===== config.mk =====
export PLATFORM = sky130hd
export DESIGN_NAME = ps2_mouse_rx
export DESIGN_NICKNAME = d
export VERILOG_FILES = /design/src/rtl/ps2_pkg.sv /design/src/rtl/ps2_line_filter.sv /design/src/rtl/ps2_mouse_rx.sv
export SDC_FILE = /design/constraint.sdc
export NUM_CORES = 1
export LEC_CHECK = 0
export CAP_MARGIN = 20
export CELL_PAD_IN_SITES_DETAIL_PLACEMENT = 0
export CELL_PAD_IN_SITES_GLOBAL_PLACEMENT = 1
export CORE_ASPECT_RATIO = 1.2
export CORE_MARGIN = 4
export CORE_UTILIZATION = 50
export DETAILED_ROUTE_END_ITERATION = 10
export DONT_BUFFER_PORTS = 1
export PLACE_DENSITY_LB_ADDON = 0.1
export SYNTH_ARGS = -nofsm -noshare
export SYNTH_HDL_FRONTEND = slang
export SYNTH_SLANG_ARGS = --single-unit

===== constraint.sdc =====
create_clock -name clk -period 4.3 [get_ports clk]
set_clock_uncertainty 0.1 [all_clocks]
set_input_delay 0.215 -clock clk [delete_from_list [all_inputs] [get_ports clk]]
set_output_delay 0.215 -clock clk [all_outputs]
set_load 0.005 [all_outputs]

===== src/rtl/ps2_pkg.sv =====
// Shared types and constants for the PS/2 mouse receiver.
package ps2_pkg;

    // Frame receiver states
    typedef enum logic [1:0] {
        IDLE   = 2'd0,
        DATA   = 2'd1,
        PARITY = 2'd2,
        STOP   = 2'd3
    } ps2_state_e;

    localparam logic        PS2_START          = 1'b0;
    localparam logic        PS2_STOP           = 1'b1;
    localparam int unsigned PS2_BYTE0_SYNC_BIT = 3;

    localparam int unsigned PS2_FILTER_LEN  = 8;
    localparam logic [15:0] PS2_TIMEOUT_CYC = 16'd50000;

    localparam int unsigned PS2_DATA_W = 8;
    localparam int unsigned PS2_PKT_W  = 25;
    localparam int unsigned PS2_TMR_W  = 16;

    // Odd parity over data bits plus the parity bit
    function automatic logic ps2_odd_parity_ok(input logic [7:0] data, input logic parity);
        return ^{data, parity};
    endfunction

endpackage


===== src/rtl/ps2_line_filter.sv =====
// Two-flop synchronizer followed by a consecutive-sample glitch filter.
module ps2_line_filter
    import ps2_pkg::*;
#(
    parameter int unsigned FILTER_LEN = PS2_FILTER_LEN
) (
    input  logic clk,
    input  logic reset,
    input  logic din,
    output logic dout
);

    localparam int unsigned CNT_W = $clog2(FILTER_LEN) + 1;

    logic [1:0]       sync_q;
    logic [CNT_W-1:0] cnt_q;
    logic [CNT_W-1:0] cnt_d;
    logic             dout_q;
    logic             dout_d;

    // Synchronizer and filter registers; the bus idles high
    always_ff @(posedge clk or posedge reset) begin
        if (reset) begin
            sync_q <= 2'b11;
            cnt_q  <= '0;
            dout_q <= 1'b1;
        end else begin
            sync_q <= {sync_q[0], din};
            cnt_q  <= cnt_d;
            dout_q <= dout_d;
        end
    end

    // Count consecutive samples that disagree with the output; any agreeing sample restarts the run
    always_comb begin
        cnt_d  = '0;
        dout_d = dout_q;
        if (sync_q[1] != dout_q) begin
            if (cnt_q == CNT_W'(FILTER_LEN - 1)) begin
                dout_d = sync_q[1];
            end else begin
                cnt_d = cnt_q + CNT_W'(1);
            end
        end
    end

    assign dout = dout_q;

endmodule


===== src/rtl/ps2_mouse_rx.sv =====
// PS/2 mouse receiver: frame decoder plus 3-byte packet assembler.
module ps2_mouse_rx
    import ps2_pkg::*;
#(
    parameter int unsigned FILTER_LEN  = PS2_FILTER_LEN,
    parameter logic [15:0] TIMEOUT_CYC = PS2_TIMEOUT_CYC
) (
    input  logic                 clk,
    input  logic                 reset,
    input  logic                 ps2_clk_in,
    input  logic                 ps2_data_in,
    output logic [PS2_PKT_W-1:0] ps2_mouse,
    output logic                 pkt_stb,
    output logic                 frame_err,
    output logic                 sync_err
);

    logic clk_f;
    logic data_f;
    logic clk_f_prev_q;
    logic fall_q;
    logic stop_ok_c;

    ps2_state_e            state_q,  state_d;
    logic [2:0]            bit_cnt_q, bit_cnt_d;
    logic [PS2_DATA_W-1:0] shift_q,  shift_d;
    logic                  parity_q, parity_d;
    logic [1:0]            idx_q,    idx_d;
    logic [PS2_DATA_W-1:0] byte0_q,  byte0_d;
    logic [PS2_DATA_W-1:0] byte1_q,  byte1_d;
    logic [PS2_PKT_W-1:0]  mouse_q,  mouse_d;
    logic                  pkt_stb_q,   pkt_stb_d;
    logic                  frame_err_q, frame_err_d;
    logic                  sync_err_q,  sync_err_d;
    logic [PS2_TMR_W-1:0]  bit_tmr_q, bit_tmr_d;
    logic [PS2_TMR_W-1:0]  pkt_tmr_q, pkt_tmr_d;

    ps2_line_filter #(.FILTER_LEN(FILTER_LEN)) u_clk_filt (
        .clk   (clk),
        .reset (reset),
        .din   (ps2_clk_in),
        .dout  (clk_f)
    );

    ps2_line_filter #(.FILTER_LEN(FILTER_LEN)) u_data_filt (
        .clk   (clk),
        .reset (reset),
        .din   (ps2_data_in),
        .dout  (data_f)
    );

    // Filtered clock fall detect, delayed one cycle so data is sampled after the edge
    always_ff @(posedge clk or posedge reset) begin
        if (reset) begin
            clk_f_prev_q <= 1'b1;
            fall_q       <= 1'b0;
        end else begin
            clk_f_prev_q <= clk_f;
            fall_q       <= clk_f_prev_q & ~clk_f;
        end
    end

    assign stop_ok_c = (data_f == PS2_STOP) && ps2_odd_parity_ok(shift_q, parity_q);

    // Frame FSM, packet assembler and timers: state registers
    always_ff @(posedge clk or posedge reset) begin
        if (reset) begin
            state_q     <= IDLE;
            bit_cnt_q   <= '0;
            shift_q     <= '0;
            parity_q    <= 1'b0;
            idx_q       <= '0;
            byte0_q     <= '0;
            byte1_q     <= '0;
            mouse_q     <= '0;
            pkt_stb_q   <= 1'b0;
            frame_err_q <= 1'b0;
            sync_err_q  <= 1'b0;
            bit_tmr_q   <= '0;
            pkt_tmr_q   <= '0;
        end else begin
            state_q     <= state_d;
            bit_cnt_q   <= bit_cnt_d;
            shift_q     <= shift_d;
            parity_q    <= parity_d;
            idx_q       <= idx_d;
            byte0_q     <= byte0_d;
            byte1_q     <= byte1_d;
            mouse_q     <= mouse_d;
            pkt_stb_q   <= pkt_stb_d;
            frame_err_q <= frame_err_d;
            sync_err_q  <= sync_err_d;
            bit_tmr_q   <= bit_tmr_d;
            pkt_tmr_q   <= pkt_tmr_d;
        end
    end

    // Next-state: timeouts first, then bit handling on a sampled fall
    always_comb begin
        state_d     = state_q;
        bit_cnt_d   = bit_cnt_q;
        shift_d     = shift_q;
        parity_d    = parity_q;
        idx_d       = idx_q;
        byte0_d     = byte0_q;
        byte1_d     = byte1_q;
        mouse_d     = mouse_q;
        pkt_stb_d   = 1'b0;
        frame_err_d = 1'b0;
        sync_err_d  = 1'b0;
        bit_tmr_d   = bit_tmr_q;
        pkt_tmr_d   = pkt_tmr_q;

        // Bit timer runs only inside a frame and restarts on every fall
        if (state_q == IDLE || fall_q) begin
            bit_tmr_d = '0;
        end else if (bit_tmr_q != TIMEOUT_CYC) begin
            bit_tmr_d = bit_tmr_q + PS2_TMR_W'(1);
        end

        // Packet timer runs only while a packet is partially assembled
        if (idx_q == 2'd0) begin
            pkt_tmr_d = '0;
        end else if (pkt_tmr_q != TIMEOUT_CYC) begin
            pkt_tmr_d = pkt_tmr_q + PS2_TMR_W'(1);
        end

        // Stale partial packet is silently dropped
        if (idx_q != 2'd0 && pkt_tmr_q == TIMEOUT_CYC) begin
            idx_d = 2'd0;
        end

        if (state_q != IDLE && bit_tmr_q == TIMEOUT_CYC) begin
            state_d     = IDLE;
            frame_err_d = 1'b1;
            idx_d       = 2'd0;
        end else if (fall_q) begin
            case (state_q)
                IDLE: begin
                    if (data_f == PS2_START) begin
                        state_d   = DATA;
                        bit_cnt_d = '0;
                    end
                end
                DATA: begin
                    shift_d   = {data_f, shift_q[PS2_DATA_W-1:1]};
                    bit_cnt_d = bit_cnt_q + 3'd1;
                    if (bit_cnt_q == 3'd7) begin
                        state_d = PARITY;
                    end
                end
                PARITY: begin
                    parity_d = data_f;
                    state_d  = STOP;
                end
                STOP: begin
                    state_d = IDLE;
                    if (!stop_ok_c) begin
                        frame_err_d = 1'b1;
                        idx_d       = 2'd0;
                    end else begin
                        pkt_tmr_d = '0;
                        case (idx_q)
                            2'd0: begin
                                if (shift_q[3'(PS2_BYTE0_SYNC_BIT)]) begin
                                    byte0_d = shift_q;
                                    idx_d   = 2'd1;
                                end else begin
                                    sync_err_d = 1'b1;
                                end
                            end
                            2'd1: begin
                                byte1_d = shift_q;
                                idx_d   = 2'd2;
                            end
                            default: begin
                                mouse_d   = {~mouse_q[PS2_PKT_W-1], shift_q, byte1_q, byte0_q};
                                pkt_stb_d = 1'b1;
                                idx_d     = 2'd0;
                            end
                        endcase
                    end
                end
                default: state_d = IDLE;
            endcase
        end
    end

    assign ps2_mouse = mouse_q;
    assign pkt_stb   = pkt_stb_q;
    assign frame_err = frame_err_q;
    assign sync_err  = sync_err_q;

endmodule


## After elaboration in Yosys (flattened, before gate mapping)

Index checks and enable logic that the tools add are counted.

| storage, ports and cells | value |
|---|---|
| output and inout port bits | 28 |
| bits of input ports | 4 |
| word-level logic and storage cells | 110 |
| flip-flop bits (word level) | 108 |

| operators by class | value |
|---|---|
| add/sub/neg operators | 5 |
| reduce and logical (&&, ||, !) cells | 22 |
| equal/unequal tests | 16 |
| bitwise operators | 5 |
| multiplexer cells | 41 |

Operators with widths:

| kind | number |
|---|---|
| $mux W16 | 8 |
| $add A16 B1 Y16 const B | 2 |
| $eq A16 B16 Y1 const B | 2 |
| $ne A16 B16 Y1 const B | 2 |
| $mux W2 | 10 |
| $mux W4 | 4 |
| $mux W1 | 15 |
| $reduce_and A5 Y1 | 2 |
| $reduce_bool A2 Y1 | 5 |
| $reduce_and A3 Y1 | 3 |
| $reduce_xor A9 Y1 | 1 |
| $add A4 B1 Y4 const B | 2 |
| $eq A4 B3 Y1 const B | 2 |
| $pmux W2 S4 | 1 |
| $ne A3 B3 Y1 const B | 2 |
| $pmux W3 S2 | 1 |
| $reduce_and A6 Y1 | 1 |
| $eq A2 B1 Y1 const B | 2 |
| $eq A2 B2 Y1 const B | 2 |
| $logic_not A2 Y1 | 2 |
| $not A1 Y1 | 4 |
| $pmux W2 S2 | 1 |
| $reduce_and A2 Y1 | 2 |
| $reduce_and A4 Y1 | 1 |
| 9 further kinds | 12 |

## Longest topological paths before layout

Gate-level depths: netlist (run 1).

| depth | value |
|---|---|
| depth after elaboration | 9 |
| mapped depth | 11 |

## By module

Synthesis (run 1) repeated with hierarchy kept, for this count alone.

| second synthesis, totals | value |
|---|---|
| cell total of the unflattened synthesis | 377 |
| area, all modules | 4788.3 um^2 |

Modules (own cells, without submodules):

| module | cells an instance | area an instance (um^2) | seq. area each (um^2) | times used |
|---|---|---|---|---|
| ps2_mouse_rx | 337 | 4220.3 | 2353.5 | 1 |
| ps2_line_filter | 20 | 284.0 | 178.9 | 2 |

## Least setup slack after synthesis (run 1)

Ideal clock, no wire load.

| path | value |
|---|---|
| kind | register to register |
| from | register bit_tmr_q[0] |
| to | register byte0_q[0] |
| buffers on the path | 2 |
| stages on the path, launching flop included | 11 |
| clock period less this slack | 2.540 ns |
| setup time | 0.125 ns |
| path slack | 1.760 ns |
| data arrival time | 2.315 ns |
| data required time | 4.075 ns |
| cells stage by stage | dfrtp_1 > inv_1 > ha_1 > and3_1 > nand4_1 > or2_2 > buf_2 > nand4_2 > or4b_1 > buf_6 > mux2_4 |

| on the way | value |
|---|---|
| word-level cells in the longest chain between the ends | 4 |

Ends and longest elaborated chain:

| what | RTL line | source |
|---|---|---|
| from (decl) | ps2_mouse_rx.sv:35 | `logic [PS2_TMR_W-1:0] bit_tmr_q, bit_tmr_d;` |
| from (signal assigned) | ps2_mouse_rx.sv:93 | `bit_tmr_q <= bit_tmr_d;` |
| $eq A16 B16 Y1 | ps2_mouse_rx.sv:133 | `if (state_q != IDLE && bit_tmr_q == TIMEOUT_CYC) begin` |
| $logic_and A1 B1 Y1 | ps2_mouse_rx.sv:133 |  |
| $not A1 Y1 (no line) | -- |  |
| $reduce_and A6 Y1 (no line) | -- |  |
| to (signal assigned) | ps2_mouse_rx.sv:87 | `byte0_q <= byte0_d;` |
| to (decl) | ps2_mouse_rx.sv:29 | `logic [PS2_DATA_W-1:0] byte0_q, byte0_d;` |

Every way passes these cells.
A chain may end at the register's enable or synchronous reset.

## Final worst setup path (run 1)

| path | value |
|---|---|
| from | register shift_q[3] |
| to | register byte0_q[4] |

| on the way | value |
|---|---|
| word-level cells in the longest chain between the ends | 3 |

Ends and longest elaborated chain:

| what | RTL line | source |
|---|---|---|
| from (decl) | ps2_mouse_rx.sv:26 | `logic [PS2_DATA_W-1:0] shift_q, shift_d;` |
| from (signal assigned) | ps2_mouse_rx.sv:84 | `shift_q <= shift_d;` |
| $reduce_xor A9 Y1 | ps2_pkg.sv:25 | `return ^{data, parity};` |
| $logic_and A1 B1 Y1 | ps2_mouse_rx.sv:63 | `assign stop_ok_c = (data_f == PS2_STOP) && ps2_odd_parity_ok(shift_q, parity_q);` |
| $reduce_and A6 Y1 (no line) (*) | -- |  |

Every way passes the cells marked *; elsewhere a longest branch is shown, timed or not.

==> reports/qor.yml, run 1 <==
ctsResizeCount: 0
drc: 0
totalPowerFinal_mw: 2.08
synth.area.top_cells: "dfrtp_1 (54%), mux2_2 (11%), dfstp_2 (3.9%)"
crit_slowest_cell: "or4b_1"
post-cts-setup-buffers: 0
start_kind: "flip-flop"
routed-via-count: 2616
ys_warn_count: 0
min_from: "u_clk_filt.sync_q[0]$_DFF_PP1_"
layout.nets: 401
async_flop_share_pct: 100
row_count: 38
p_leak_nw: 2.39
regArea_um2: 2710
top_layer_used: "met4"
slowest_delay_ns: 0.74
relSlewSlack_pct: 40.7
hold_path.class: "reg2reg"
synth_cell_types: 45
clk_latency_ns: 0.36
whs_path_depth: 0
post-place-ws_ns: 1.48
gr-usage-all-layers_pct: 15.5
clkPwrFrac_pct: 29.8
synth-edff-count: 0
area_growth_pct: 7.56
post-dp-hpwl_um: 5140
swShare_pct: 27.3
cp_cell_sequence: "xnor2_1, xnor3_1, xnor2_2, nand4_2, or4b_1, mux2_4"
place.port_buffers: 0
vdd_drop_max_mv: 0.241
setup_viol: 0
drive_above_1_share_pct: 21.9
wl_met2_um: 3470
globalRouteOverflowTotal: 0
grt_max_degree: 76
numCtsBuffers: 9
critPathKind: "reg2reg"
met3RoutedLength_um: 319
start_util_pct: 51.6
max_freq_mhz: 358
min_period_over_period_pct: 64.9
cts.sinks: 108
path_clk_slew_ns: 0.09
grt_pass1_wl_um: 13100
htree_levels: 3
endpoint_kind: "flip-flop"
ant_nets: 0
syn_nets: 393
final.setup.worst_slack_ns: 1.51
worst_ep_required_time_ns: 4.45
min_period_ns: 2.79
critPathMaxFanout: 9
ys_seq_elements: 108
r2r_start: "shift_q[3]$_DFFE_PP0P_"
rrSetupSlack_ns: 1.51
wirelength_um: 7510
synth_seq_area_share_pct: 57.9
reg2reg_to: "byte0_q[4]$_DFFE_PP0P_"
io_pins: 32
root_buffer: "clkbuf_8"
fin_util_pct: 55.5
yosys.area.top_type: "dfrtp_1"
drt-wirelength-per-cell_um: 14.8
intPower_mw: 1.51
p_switching_uw: 566
first_iter_violations: 73
seqPwrFrac_pct: 56.3
clock_path_buffers: 2
worstMarginPinSlew_ns: 0.889
synth_commonest_cells: "dfrtp_1 (101), nor2_1 (46), mux2_2 (44), xnor2_1 (20), nand2_1 (17)"
core-area_um2: 9080
final_max_slew_viol_count: 0
hold-path-endpoint: "u_clk_filt.sync_q[1]$_DFF_PP1_"
netlist.area_leader.share_pct: 54.0
dieArea_um2: 11000
dr.pass1.iters: 4
cts_tree: "built"
antenna_found_initial: 0
synthCells: 376
finalSetupTns_ns: 0
worstPathArrival_ns: 2.94
synth_ff_type: "dfrtp_1"
outcome: "finished, final reports clean"
ff2ff_path_depth: 6
holdWs_ns: 0.261
num_antenna_cells: 0
die_h_um: 114
hold_viol: 0
m1WireLength_um: 3590
yosys.cell_count.top_type: "dfrtp_1"
pwr-share-comb_pct: 13.9
syn-cell-area_um2: 4680
grt_pass1_vias: 2679
rsz0062_at_grt: "false"
multi_input_area_um2: 1870
globalplace.congestion: 0.764
cap_violations: 0
fillers: 777
power_density_nw_per_um2: 412
avgSynthCellArea_um2: 12.5
die_width_um: 96.3
via_per_inst: 5.14
[power groups by stage]
stage,registers [mW],clock network [mW],logic (mW)
3_3_place_gp,1.19,0,0.289
6_report,1.17,0.619,0.288
2_1_floorplan,1.16,0,0.254
3_5_place_dp,1.19,0,0.293
5_1_grt,1.18,0.691,0.341
4_1_cts,1.17,0.645,0.296
[stage by stage]
stage               cells  area [um^2]
floorplan             376         4680
global placement      490         4800
detailed placement    490         4800
CTS                   509         5040
global route          509         5040
finish                509         5040
[layer usage]
layer | GRT usage (%) | vias up
li1 | - | 1298
met1 | 21.3 | 1280
met2 | 22.9 | 28
met3 | 3.69 | 10
met4 | 7.39 | 0
met5 | 0 | -
[worst max-delay path by stage]
stage	start	endpoint	slack (ns)	cells after the start
after floorplan	reset	bit_cnt_q[0]$_DFFE_PP0P_	1.15	1
after global placement	shift_q[3]$_DFFE_PP0P_	byte0_q[0]$_DFFE_PP0P_	1.53	6
after detailed placement	bit_tmr_q[0]$_DFFE_PP0P_	byte0_q[7]$_DFFE_PP0P_	1.48	8
after CTS	bit_tmr_q[0]$_DFFE_PP0P_	byte0_q[7]$_DFFE_PP0P_	1.48	8
after global routing	bit_tmr_q[0]$_DFFE_PP0P_	byte0_q[6]$_DFFE_PP0P_	1.34	8
final	shift_q[3]$_DFFE_PP0P_	byte0_q[4]$_DFFE_PP0P_	1.51	6
[layout make-up]
cell class | count | share of cell area, %
inverters | 12 | 0.944
clock inverters | 5 | 1.19
repair buffers | 6 | 1.04
well taps | 120 | 2.98
flip-flops and latches | 108 | 53.8
multi-input cells | 247 | 37.2
clock buffers | 11 | 2.81
[layout by cell type (no fill, tap or decap), types with 7 or more instances in the layout]
cell type  instances
nand4_1            8
mux2_4             7
nor2_1            46
xnor2_1           20
xor2_1            15
inv_1             11
dfrtp_1          101
nand2_1           17
nor3_1            10
dfstp_2            7
clkbuf_8          10
mux2_2            44
a21oi_1            9
nand3_1           16
ha_1              13
[state kept, by name, indices dropped and copies added (netlist names)]
| register | count |
|---|---|
| idx_q | 2 |
| frame_err | 1 |
| u_clk_filt.cnt_q | 4 |
| byte1_q | 8 |
| ps2_mouse | 25 |
| shift_q | 8 |
| clk_f_prev_q | 1 |
| u_clk_filt.dout | 1 |
| parity_q | 1 |
| sync_err | 1 |
| pkt_stb | 1 |
| bit_cnt_q | 3 |
| u_clk_filt.sync_q | 2 |
| u_data_filt.sync_q | 2 |
| state_q | 2 |
| byte0_q | 8 |
| fall_q | 1 |
| pkt_tmr_q | 16 |
| u_data_filt.dout | 1 |
| u_data_filt.cnt_q | 4 |
| bit_tmr_q | 16 |
[cells by family after synthesis]
family | synth area share [%]
adder cells (fa/ha/maj) | 3.47
AND/OR/NAND/NOR | 13.4
AO/OA/AOI/OAI | 2.27
buffers and inverters | 2.08
XOR/XNOR | 7.38
multiplexers | 13.5
flip-flops | 57.9
[worst max-delay path, delay by kind of cell (launching register included)]
family,cells,cell delay [ns]
XOR/XNOR,3,0.84
AND/OR/NAND/NOR,2,0.91
multiplexers,1,0.37
flip-flops,1,0.46
[repair_timing]
| item | in CTS | in global routing |
|---|---|---|
| setup endpoints to repair | 0 | 0 |
| hold buffers | 3 | 0 |
| hold endpoints to repair | 73 | 0 |
Note: power is estimated with default switching activity, not from simulation.
==> inputs of run 2 (changes only) <==
--- a/config.mk
+++ b/config.mk
@@ -10,7 +10,7 @@
 export CELL_PAD_IN_SITES_GLOBAL_PLACEMENT = 1
 export CORE_ASPECT_RATIO = 1.2
 export CORE_MARGIN = 4
-export CORE_UTILIZATION = 50
+export CORE_UTILIZATION = 46
 export DETAILED_ROUTE_END_ITERATION = 10
 export DONT_BUFFER_PORTS = 1
 export PLACE_DENSITY_LB_ADDON = 0.1
==> constraint.sdc (replaced) <==
create_clock -name clk -period 2.51 [get_ports clk]
set_clock_uncertainty 0.1 [all_clocks]
set_input_delay 0.1255 -clock clk [delete_from_list [all_inputs] [get_ports clk]]
set_output_delay 0.1255 -clock clk [all_outputs]
set_load 0.005 [all_outputs]
==> run 2 against run 1 <==
Sequential share of layout area fell by 4.9 points. Largest cell class unchanged. Die area rose by 8.0%. Core utilization rose by 0.12 points. Routed wire length rose by 15%. Sequential power rose by 69%. Power rose by 99%. Hold slack got worse by 0.044 ns. Non-clock buffer count rose by 29. Final cell count rose by 7.1%. Critical endpoint is now byte0_q[2]$_DFFE_PP0P_. First-iteration DRC count fell by 14%. Clock-buffer cell count fell by 1. The run now ends with setup timing left. Setup slack got worse by 1.6 ns.
==> reports/qor.yml, run 2 (synthesized netlist as in run 1, its figures left out) <==
power_density_nw_per_um2: 745
cp_cell_sequence: "xnor2_2, xnor3_1, xnor2_2, nand4_4, or4b_4, mux2_4"
hold_viol: 0
layout.nets: 431
stdcell_count: 545
rsz0062_at_grt: "true"
finalSetupTns_ns: -0.175
violations: "setup timing"
dr.pass1.iters: 4
critPathMaxFanout: 5
core-area_um2: 9960
dpl-instance-area_um2: 5030
grt_pass1_wl_um: 14200
fin_util_pct: 55.6
fillers: 835
routed-via-count: 2816
clk_latency_ns: 0.35
ff2ff_path_depth: 6
antenna_found_initial: 0
outcome: "complete, but fails checks"
setup_viol: 8
layout_common_cells: "dfrtp_1 (101), nor2_1 (46), mux2_2 (36), buf_4 (25), xnor2_1 (19)"
first_iter_violations: 63
final_common_cell: "dfrtp_1"
drc: 0
max_freq_mhz: 392
totalPowerFinal_mw: 4.12
globalRouteOverflowTotal: 0
whs_path_depth: 1
grt_pass1_vias: 2883
numCtsBuffers: 9
critical_path_buf_inv_count: 0
wirelength_um: 8670
worst_ep_required_time_ns: 2.64
post-dp-hpwl_um: 5710
relSlewSlack_pct: 58.0
holdWs_ns: 0.217
grt_max_degree: 42
rrSetupSlack_ns: -0.04
htree_levels: 3
worstPathArrival_ns: 2.68
start_kind: "flip-flop"
post-place-ws_ns: -0.0228
vdd_drop_max_mv: 0.449
endpoint_kind: "flip-flop"
start_util_pct: 47.0
place.port_buffers: 0
regArea_um2: 2710
final.setup.worst_slack_ns: -0.0396
min_period_over_period_pct: 102
die_h_um: 119
slowest_delay_ns: 0.58
cts.sinks: 108
dieArea_um2: 11900
gr-usage-all-layers_pct: 15.1
crit_top_cell: "xnor2_2"
drive_above_1_share_pct: 28.4
num_antenna_cells: 0
drt-wirelength-per-cell_um: 15.9
root_buffer: "clkbuf_16"
stdcell_area_um2: 5540
cts_tree: "built"
crit_cells: 6
worstMarginPinSlew_ns: 0.629
final_max_slew_viol_count: 0
clock_path_buffers: 2
critPathKind: "reg2reg"
globalplace.congestion: 0.770
dp_cells: 520
row_count: 40
crit_slowest_cell: "or4b_4"
io_pins: 32
cap_violations: 0
p_leak_nw: 2.63
path_delay_family: "XOR/XNOR gates"
multi_input_area_um2: 1950
hold_path.class: "in2reg"
ant_nets: 0
via_per_inst: 5.17
die_width_um: 100
min_period_ns: 2.55
path_clk_slew_ns: 0.07
largest_reg_flops: 25
area_growth_pct: 18.2
run 2: changes by cell type in the layout (fill, tap and decap cells not counted), moves of 2 or more:
cell       change
clkbuf_16     +11
buf_6          +3
buf_4         +22
mux2_2         -8
buf_12         +2
or4b_4         +2
clkbuf_8      -10
or2_4          +2
mux2_4         +8
run 2: routing by layer:
metal | global-route usage [%] | vias to the layer above | wire (um)
met4 | 6.15 | 0 | 155
met3 | 3.42 | 13 | 284
met5 | 0 | - | 0
met1 | 19.9 | 1410 | 3980
li1 | - | 1354 | -
met2 | 23.9 | 39 | 4250
run 2: cell type report:
| type | count | share of cell area, % |
|---|---|---|
| Sequential cell | 108 | 49.0 |
| Multi-Input combinational cell | 248 | 35.2 |
| Timing Repair Buffer | 35 | 6.17 |
| Clock buffer | 10 | 4.14 |
| Tap cell | 126 | 2.85 |
| Clock inverter | 6 | 1.74 |
| Inverter | 12 | 0.882 |
run 2: timing repair:
item	4_1_cts	5_1_grt
hold endpoints to repair	27	0
cloned	0	4
setup endpoints to repair	7	39
buffers inserted	1	2
hold buffers	3	0
resized for setup	2	14
pin swaps	0	4
run 2: worst paths after layout:
check / to / from
worst max register to register: byte0_q[2]$_DFFE_PP0P_ / shift_q[3]$_DFFE_PP0P_
min in group asynchronous: shift_q[3]$_DFFE_PP0P_ / reset
worst min register to register: u_data_filt.sync_q[1]$_DFF_PP1_ / u_data_filt.sync_q[0]$_DFF_PP1_
worst min-delay path: u_data_filt.sync_q[0]$_DFF_PP1_ / ps2_data_in
worst max-delay path: byte0_q[2]$_DFFE_PP0P_ / shift_q[3]$_DFFE_PP0P_
max in group asynchronous: ps2_mouse[0]$_DFFE_PP0P_ / reset
run 2: power by group:
group / switching, mW / internal, mW
clock network: 0.649 / 0.888
registers: 0.105 / 1.88
logic: 0.328 / 0.275
total: 1.08 / 3.04
==> inputs of run 3 (changes only) <==
==> constraint.sdc (replaced) <==
create_clock -name clk -period 2.2 [get_ports clk]
set_clock_uncertainty 0.1 [all_clocks]
set_input_delay 0.11 -clock clk [delete_from_list [all_inputs] [get_ports clk]]
set_output_delay 0.11 -clock clk [all_outputs]
set_load 0.005 [all_outputs]
==> run 3 against run 2 <==
The run still ends with setup timing left. Clock power increased by 16%. Sequential share of layout area decreased by 1.7 points. Register-to-register slack got worse by 0.26 ns. Clock-buffer cell count decreased by 1. Routed wire length increased by 0.93%. Die area unchanged. Sequential cell count unchanged. Power increased by 17%. Core utilization increased by 2.0 points. Hold slack got worse by 0.023 ns.
==> reports/qor.yml, run 3 (synthesized netlist as in run 1, its figures left out) <==
outcome: "complete, but fails checks"
violations: "setup timing"
ant_nets: 0
layout_common_cells: "dfrtp_1 (101), nor2_1 (46), buf_4 (40), mux2_4 (28), mux2_2 (23)"
stdcell_count: 560
globalplace.congestion: 0.720
worstPathArrival_ns: 2.64
final_common_cell: "dfrtp_1"
hold_path.class: "in2reg"
num_antenna_cells: 0
pwr-share-comb_pct: 16.4
final_max_slew_viol_count: 0
vdd_drop_max_mv: 0.461
cap_violations: 0
intPower_mw: 3.53
totalPowerFinal_mw: 4.81
via_per_inst: 5.09
min_from: "ps2_clk_in"
htree_levels: 3
whs_path_depth: 1
final.setup.worst_slack_ns: -0.301
swShare_pct: 26.6
die_width_um: 100
dieArea_um2: 11900
place.port_buffers: 0
grt_pass1_vias: 2994
path_clk_slew_ns: 0.07
io_pins: 32
grt_max_degree: 62
drc: 0
row_count: 40
p_leak_nw: 2.79
hold_viol: 0
rsz0062_at_grt: "true"
routed-via-count: 2851
crit_start: "shift_q[5]$_DFFE_PP0P_"
core-area_um2: 9960
reg2reg_to: "byte0_q[6]$_DFFE_PP0P_"
dr.pass1.iters: 4
grt_pass1_wl_um: 14800
clk_latency_ns: 0.35
setup_viol: 42
rrSetupSlack_ns: -0.30
largest_reg_flops: 25
cts.sinks: 108
die_h_um: 119
relSlewSlack_pct: 61.5
drt-wirelength-per-cell_um: 15.6
dp_cells: 534
p_switching_mw: 1.28
gr-usage-all-layers_pct: 15.8
hold-path-endpoint: "u_clk_filt.sync_q[0]$_DFF_PP1_"
max_freq_mhz: 400
post-place-ws_ns: -0.382
antenna_found_initial: 0
start_kind: "flip-flop"
fin_util_pct: 57.6
post-dp-hpwl_um: 5890
finalSetupTns_ns: -9.64
worstMarginPinSlew_ns: 0.577
worst_ep_required_time_ns: 2.34
endpoint_kind: "flip-flop"
drive_above_1_share_pct: 32.0
cts_tree: "built"
critPathKind: "reg2reg"
numCtsBuffers: 9
critPathMaxFanout: 8
area_growth_pct: 22.4
start_util_pct: 47.0
clock_path_buffers: 2
wirelength_um: 8750
min_period_ns: 2.50
min_period_over_period_pct: 114
root_buffer: "clkbuf_16"
seqPwrFrac_pct: 46.6
power_density_nw_per_um2: 839
ff2ff_path_depth: 7
globalRouteOverflowTotal: 0
clkPwrFrac_pct: 37.0
first_iter_violations: 76
layout.nets: 446
r2r_start: "shift_q[5]$_DFFE_PP0P_"
==> run 3: cell types whose count changed in the layout (fill, tap and decap cells not counted), sizes merged <==
| cell | previous run | this run |
|---|---|---|
| buf | 30 | 48 |
| clkbuf | 12 | 9 |
| clkinv | 1 | 2 |
| clkinvlp | 2 | 1 |
| inv | 13 | 14 |
| or4b | 3 | 2 |
==> run 3: metrics by stage <==
stage	area [um^2]	hold slack (ns)
floorplan	4810	0.0145
global placement	5230	0.00174
detailed placement	5230	0.00579
CTS	5690	0.182
global route	5730	0.198
finish	5730	0.194
==> run 3: final cells by class <==
type                    count  area (um^2)
fillers                   787         4230
flip-flops and latches    108         2710
multi-input cells         247         2020
repair buffers             51          467
clock buffers               9          225
well taps                 126          158
clock inverters             7          106
inverters                  12         48.8
==> run 3: critical path: stages (launching register included) <==
cell	delay [ns]
dfrtp_1	0.39
xnor2_1	0.17
xnor3_1	0.45
xnor2_2	0.22
nand4_4	0.10
or4b_4	0.51
buf_8	0.16
mux2_4	0.30
==> run 3: metal layers <==
metal / track usage [%] / part of all wire [%]
met1: 18.8 / 43
met2: 27.9 / 52
met3: 3.13 / 2.6
met4: 6.07 / 1.8
met5: 0 / 0
==> run 3: repair_timing <==
action | 4_1_cts | 5_1_grt
gates cloned | 1 | 0
setup endpoints to repair | 53 | 71
pin swaps | 6 | 3
buffers inserted | 4 | 2
resized for setup | 10 | 4
hold buffers | 3 | 0
hold endpoints to repair | 107 | 0
==> run 3: worst max-delay path by stage <==
stage	end	slack, ns
6_report	byte0_q[6]$_DFFE_PP0P_	-0.30
5_1_grt	byte0_q[0]$_DFFE_PP0P_	-0.38
4_1_cts	byte0_q[7]$_DFFE_PP0P_	-0.35
3_5_place_dp	byte0_q[7]$_DFFE_PP0P_	-0.38
3_3_place_gp	byte0_q[6]$_DFFE_PP0P_	-0.34
2_1_floorplan	byte0_q[0]$_DFFE_PP0P_	-0.32
==> run 3: power by group through the flow <==
stage / combinational (mW) / clock, mW / sequential [mW]
global route: 0.894 / 1.89 / 2.26
global placement: 0.725 / 0 / 2.28
finish: 0.788 / 1.78 / 2.24
detailed placement: 0.744 / 0 / 2.28
floorplan: 0.511 / 0 / 2.27
CTS: 0.778 / 1.82 / 2.24
